--- config.mk ---
export PLATFORM = sky130hd
export DESIGN_NAME = mtsp_alu_conv_issue
export DESIGN_NICKNAME = d
export VERILOG_FILES = /design/src/rtl/mtsp_alu_conv_issue.sv
export SDC_FILE = /design/constraint.sdc
export NUM_CORES = 1
export LEC_CHECK = 0
export CORE_AREA = 2 2 146 148
export CTS_CLUSTER_DIAMETER = 150
export CTS_CLUSTER_SIZE = 16
export DETAILED_ROUTE_END_ITERATION = 6
export DIE_AREA = 0 0 148 150
export DONT_BUFFER_PORTS = 1
export GPL_ROUTABILITY_DRIVEN = 0
export PLACE_DENSITY = 0.72
export SYNTH_ARGS = -nofsm -noshare
export SYNTH_HDL_FRONTEND = slang
export SYNTH_SLANG_ARGS = --single-unit
--- constraint.sdc ---
create_clock -name CLK -period 2.6 [get_ports CLK]
set_input_delay 0 -clock CLK [delete_from_list [all_inputs] [get_ports CLK]]
set_output_delay 0 -clock CLK [all_outputs]
set_load 0.05 [all_outputs]
--- src/rtl/mtsp_alu_conv_issue.sv ---
// Request-side front end of the MTSP conversion ALU: issues MO_CONV micro-ops on
// alternating phase slots and returns ALU results in order through a credit-limited FIFO.
`ifndef MTSP_MODESC_DEFS
`define MTSP_MODESC_DEFS
// Descriptor layout: [6] nEN, [5:2] MO opcode, [1] ALT, [0] SEL.
`define MODESC_W 7
`define RANGE_MODESC 6:0
`define MO_CONV 4'd9
`endif

module mtsp_alu_conv_issue #(
  parameter int TAG_W = 4,
  parameter int DEPTH = 4
) (
  input  logic                 CLK,
  input  logic                 nRST,
  input  logic                 REQ_VALID,
  output logic                 REQ_READY,
  input  logic                 REQ_OP,
  input  logic [31:0]          REQ_DATA,
  input  logic [TAG_W-1:0]     REQ_TAG,
  output logic [`RANGE_MODESC] MO0,
  output logic [`RANGE_MODESC] MO1,
  output logic                 MO0_MASK,
  output logic                 MO1_MASK,
  output logic [31:0]          SRC0A,
  output logic [31:0]          SRC0B,
  output logic [31:0]          SRC1A,
  output logic [31:0]          SRC1B,
  input  logic [1:0]           ALU_PHASE_EN,
  input  logic [31:0]          ALU_DOUT,
  output logic                 RSP_VALID,
  input  logic                 RSP_READY,
  output logic [31:0]          RSP_DATA,
  output logic [TAG_W-1:0]     RSP_TAG,
  output logic                 RSP_ERR,
  output logic                 ERR
);

  localparam int CNT_W = $clog2(DEPTH + 1);
  localparam int PTR_W = (DEPTH > 1) ? $clog2(DEPTH) : 1;
  localparam int TOT_W = CNT_W + 1;
  localparam int ENT_W = 32 + TAG_W + 1;

  localparam logic [`RANGE_MODESC] MODESC_IDLE = {1'b1, 4'd0, 1'b0, 1'b0};

  // Issue state
  logic                      toggle;
  logic                      accept;
  logic [`RANGE_MODESC]      conv_desc;

  // In-flight tracker: stage [2] lines up with the ALU result phase
  logic [2:0]                trk_vld;
  logic [2:0]                trk_ph;
  logic [2:0][TAG_W-1:0]     trk_tag;

  // Capture decode
  logic [1:0]                exp_en;
  logic                      push;
  logic                      push_err;
  logic                      spurious;

  // Response FIFO: storage ring plus the registered head on RSP_*
  logic [ENT_W-1:0]          mem [DEPTH];
  logic [PTR_W-1:0]          wr_ptr;
  logic [PTR_W-1:0]          rd_ptr;
  logic [CNT_W-1:0]          mem_cnt;
  logic                      pop;
  logic                      out_free;
  logic                      take_mem;
  logic                      take_push;
  logic                      mem_wr;
  logic [TOT_W-1:0]          total;

  function automatic logic [PTR_W-1:0] next_ptr(input logic [PTR_W-1:0] p);
    return (p == PTR_W'(DEPTH - 1)) ? '0 : p + PTR_W'(1);
  endfunction

  assign MO0_MASK = 1'b0;
  assign MO1_MASK = 1'b0;
  assign SRC0B    = '0;
  assign SRC1B    = '0;

  // Credit covers everything between accept and response pop.
  assign total = TOT_W'(trk_vld[0]) + TOT_W'(trk_vld[1]) + TOT_W'(trk_vld[2])
               + TOT_W'(mem_cnt) + TOT_W'(RSP_VALID);
  assign REQ_READY = (total < TOT_W'(DEPTH));

  assign accept    = REQ_VALID & REQ_READY;
  assign conv_desc = {1'b0, `MO_CONV, 1'b0, REQ_OP};

  always_ff @(posedge CLK) begin
    if (!nRST) begin
      toggle <= 1'b0;
      MO0    <= MODESC_IDLE;
      MO1    <= MODESC_IDLE;
      SRC0A  <= '0;
      SRC1A  <= '0;
    end else begin
      MO0 <= MODESC_IDLE;
      MO1 <= MODESC_IDLE;
      if (accept) begin
        toggle <= ~toggle;
        if (!toggle) begin
          MO0   <= conv_desc;
          SRC0A <= REQ_DATA;
        end else begin
          MO1   <= conv_desc;
          SRC1A <= REQ_DATA;
        end
      end
    end
  end

  always_ff @(posedge CLK) begin
    if (!nRST) begin
      trk_vld <= '0;
      trk_ph  <= '0;
      trk_tag <= '0;
    end else begin
      trk_vld <= {trk_vld[1:0], accept};
      trk_ph  <= {trk_ph[1:0], toggle};
      trk_tag <= {trk_tag[1:0], REQ_TAG};
    end
  end

  always_comb begin
    // NOTE: every signal gets a default first so no latch is inferred.
    exp_en   = 2'b00;
    push_err = 1'b0;
    spurious = 1'b0;
    if (trk_vld[2]) begin
      exp_en   = trk_ph[2] ? 2'b10 : 2'b01;
      push_err = (ALU_PHASE_EN != exp_en);
    end else begin
      spurious = (ALU_PHASE_EN != 2'b00);
    end
  end

  // A tracked op always produces an entry, flagged if its phase was wrong.
  assign push      = trk_vld[2];
  assign pop       = RSP_VALID & RSP_READY;
  assign out_free  = ~RSP_VALID | pop;
  assign take_mem  = out_free & (mem_cnt != '0);
  assign take_push = out_free & (mem_cnt == '0) & push;
  assign mem_wr    = push & ~take_push;

  // NOTE: storage is not reset; validity lives entirely in the pointers and count.
  always_ff @(posedge CLK) begin
    if (mem_wr) mem[wr_ptr] <= {ALU_DOUT, trk_tag[2], push_err};
  end

  always_ff @(posedge CLK) begin
    if (!nRST) begin
      wr_ptr  <= '0;
      rd_ptr  <= '0;
      mem_cnt <= '0;
    end else begin
      if (mem_wr)   wr_ptr <= next_ptr(wr_ptr);
      if (take_mem) rd_ptr <= next_ptr(rd_ptr);
      if (mem_wr && !take_mem)      mem_cnt <= mem_cnt + CNT_W'(1);
      else if (!mem_wr && take_mem) mem_cnt <= mem_cnt - CNT_W'(1);
    end
  end

  // Head register; an empty FIFO lets a fresh capture bypass straight in.
  always_ff @(posedge CLK) begin
    if (!nRST) begin
      RSP_VALID <= 1'b0;
      RSP_DATA  <= '0;
      RSP_TAG   <= '0;
      RSP_ERR   <= 1'b0;
    end else if (take_mem) begin
      RSP_VALID                     <= 1'b1;
      {RSP_DATA, RSP_TAG, RSP_ERR}  <= mem[rd_ptr];
    end else if (take_push) begin
      RSP_VALID                     <= 1'b1;
      {RSP_DATA, RSP_TAG, RSP_ERR}  <= {ALU_DOUT, trk_tag[2], push_err};
    end else if (pop) begin
      RSP_VALID <= 1'b0;
    end
  end

  always_ff @(posedge CLK) begin
    if (!nRST)                     ERR <= 1'b0;
    else if (push_err || spurious) ERR <= 1'b1;
  end

endmodule

==> results.md <==
* Clk sinks at 285
* I/O pin total at 259
* Global-route wire length before repair at 34500 um
* FF+latch area at 7190 um2
* Grt ovf at 0
* Largest net degree at the start of global routing at 166
* Buffer depth of the longest clock path at 3
* Critical path data arrival time at 2.85 ns
* Pwr/cell area at 1020 nW/um2
* DP HPWL at 12500 um
* Worst setup EP type: flip-flop
* Routed vias/inst at 5.26
* Post-synth top area share at 0.397
* CP cell instances: fa_1 > ha_1 > a21o_2 > a2111oi_4 > buf_12 > nand3_1 > o21ai_0
* Number of diodes at 0
* Vias in the first global route at 6435
* Final Critical Period at 2.43 ns
* Cell count after synthesis at 879
* Worst slew pin tran at 1.02 ns
* Leak at 0.00475 uW
* Buf+Inv Stages, Crit Path at 1
* Pre-CTS WS at 0.273 ns
* Post-synth ARST share at 0
* Worst Hold Class: primary input to flip-flop
* Via count at 6597
* Post-synthesis register bit count at 285
* Total wire length at 22200 um
* DIE HEIGHT at 150 um
* Clock skew at 0.0112 ns
* Synth top area cells: edfxtp_1 40%, dfxtp_1 25%, mux4_2 7.4%
* CTS HTree Levels at 1
* Worst skew pair latency at 0.50 ns
* # setup viols final at 0
* Initial antenna violation count at 0
* Layout cells sized above 1 at 0.0969
* Worst Path Required at 3.02 ns
* Ratio of final minimum period to clock period at 0.934
* Unique masters post-synth at 43
* Initial Util at 0.541
* Peak VDD IR at 0.000644 V
* PortBufs at 0
* Overall Global Routing Usage at 0.194
* CTS root buf: clkbuf_16
* Fin area at 12800 um2
* Syn_area_per_cell at 12.7 um2
* Slowest cell delay on critical path at 0.44 ns
* Syn Std Cell Area at 11200 um2
* Die X at 148 um
* Run status: finished clean
* Die ar. at 22200 um2
* Register area share after synthesis at 0.643
* Wire per inst at 17.7 um
* Utilization after layout at 0.621
* Fin. max-slew vios at 0
* Final hold vios at 0
* CTS tree: yes
* Top Family by Delay on Critical Path: compound AO/OA/AOI/OAI gates
* Total CTS buffers at 21
* Iter 0 DRT Violations at 366
* Worst slew margin at 0.320
* Max cap viols at 0
* Syn-to-layout area delta at 14.9%
* Filler Cell Count at 1588
* Placed inst area at 11200 um2
* Critical path class: flip-flop to flip-flop
* Yosys top cell by area: edfxtp_1
* Footprint of the multi-input gates at 3460 um2
* # nets final at 1053
* Std-Cell Rows at 53
* Synth warn at 0
* Crit Path Max Fanout at 64
* Crit start category: flip-flop
* Clk pin slew, worst setup/hold paths at 0.07 ns
* Slowest cell on the critical path: fa_1
* RSZ-0062 raised after global routing: no
* Cells resized by post-CTS repair at 0
* Drc violations at 0
* Fmax at 0.412 GHz
* Pre-antenna DRT Iters at 5
* Ys flop type: edfxtp_1
* Setup ws final at 0.170 ns
* Worst R2R Setup Slack at 0.17 ns
* Core Area at 20700 um2
* Post-synth EDFFs at 148
* Final ANT Viol Nets at 0
## placed cells by master, fill, tap and decap left out, drive strengths merged, types with 2 or more instances in the layout
master / count
a21boi: 4
conb: 72
nand3: 34
dfxtp: 137
o21a: 2
mux4: 37
a211oi: 2
and2: 22
nand2: 176
o21ai: 70
nor2b: 6
edfxtp: 148
nand2b: 3
a31oi: 38
fa: 2
inv: 6
dlygate4sd3: 105
mux2i: 35
ha: 8
clkbuf: 33
or3: 3
nor2: 5
buf: 19
## report_power, final
part	internal, uW	total, uW	switching, uW
registers	5230	6920	1700
clock network	1510	2940	1430
logic	1250	3180	1930
## Yosys cell counts (all sizes together) (2+ instances only)
cell / instances
and2: 22
mux4: 37
or3: 3
a21boi: 4
mux2i: 35
nand2b: 3
nor2b: 6
nand3: 34
nand2: 176
a31oi: 38
o21ai: 70
dfxtp: 137
edfxtp: 148
o21a: 2
clkbuf: 42
inv: 5
a211oi: 2
fa: 2
nor2: 5
ha: 8
buf: 87
## logic make-up (layout without fill, tap and decap cells)
kind of cell / count (synthesis) / after routing / synth area share
AOI/OAI and AO/OA: 121 / 121 / 0.0648
xor gates and xnor gates: 2 / 2 / 0.00157
adders and majority gates: 10 / 10 / 0.0125
buffers and inverters: 134 / 164 / 0.0735
DFF: 285 / 285 / 0.643
muxes: 72 / 72 / 0.106
other: 1 / 72 / 0.000335
and+or+nand+nor: 254 / 254 / 0.0990
## per-stage QoR
| step | power [uW] | hold slack (ns) | cells | setup TNS, ns |
|---|---|---|---|---|
| detailed placement | 10000 | 0.0990 | 1114 | 0 |
| finish | 13000 | 0.00936 | 1255 | 0 |
| floorplan | 9410 | 0.0989 | 950 | -3.99 |
| global placement | 9950 | 0.0991 | 1114 | 0 |
| CTS | 13200 | 0.0319 | 1255 | 0 |
| global route | 13700 | 0.0444 | 1255 | 0 |
## path summary, 6_finish.rpt
check,from,depth (start not counted),to
worst max-delay path,trk_vld[2],7,SRC0A[2]
worst min-delay path,nRST,3,SRC0A[3]
worst max register to register,trk_vld[2],7,SRC0A[2]
worst min register to register,trk_tag[0],1,trk_tag[4]
## metal layers
layer	routed length [um]	share of wire	track usage	up-vias
met1	9240	0.42	0.260	3201
met4	377	0.017	0.0457	0
met2	11100	0.50	0.327	209
met5	0	0	0	-
li1	-	-	-	3155
met3	1560	0.070	0.0439	32
## what timing repair did
action / 4_1_cts / 5_1_grt
hold buffers: 106 / 0
buffers inserted: 0 / 0
endpoints found under the setup margin: 0 / 0
hold endpoints to repair: 269 / 0
## state kept, by name, indices dropped and copies added (netlist names), 2 cells and up, named ones only
signal	count
MO0	3
MO1	3
RSP_DATA	32
RSP_TAG	4
SRC0A	32
SRC1A	32
mem	148
mem_cnt	3
rd_ptr	2
trk_ph	3
trk_tag	12
trk_vld	3
wr_ptr	2
## area by class of cell
class | instances | share of cell area
Tap cell | 275 | 0.0268
Inverter | 5 | 0.00146
Clock inverter | 2 | 0.00107
Multi-Input combinational cell | 531 | 0.269
Clock buffer | 33 | 0.0444
Sequential cell | 285 | 0.560
Timing Repair Buffer | 124 | 0.0974
## worst reg2reg max path, cell delays in order (launching register included)
cell and delay [ns]:
dfxtp_1 0.41, fa_1 0.44, ha_1 0.28, a21o_2 0.23
a2111oi_4 0.40, buf_12 0.29, nand3_1 0.17, o21ai_0 0.13
(Power assumes the default switching activity.)
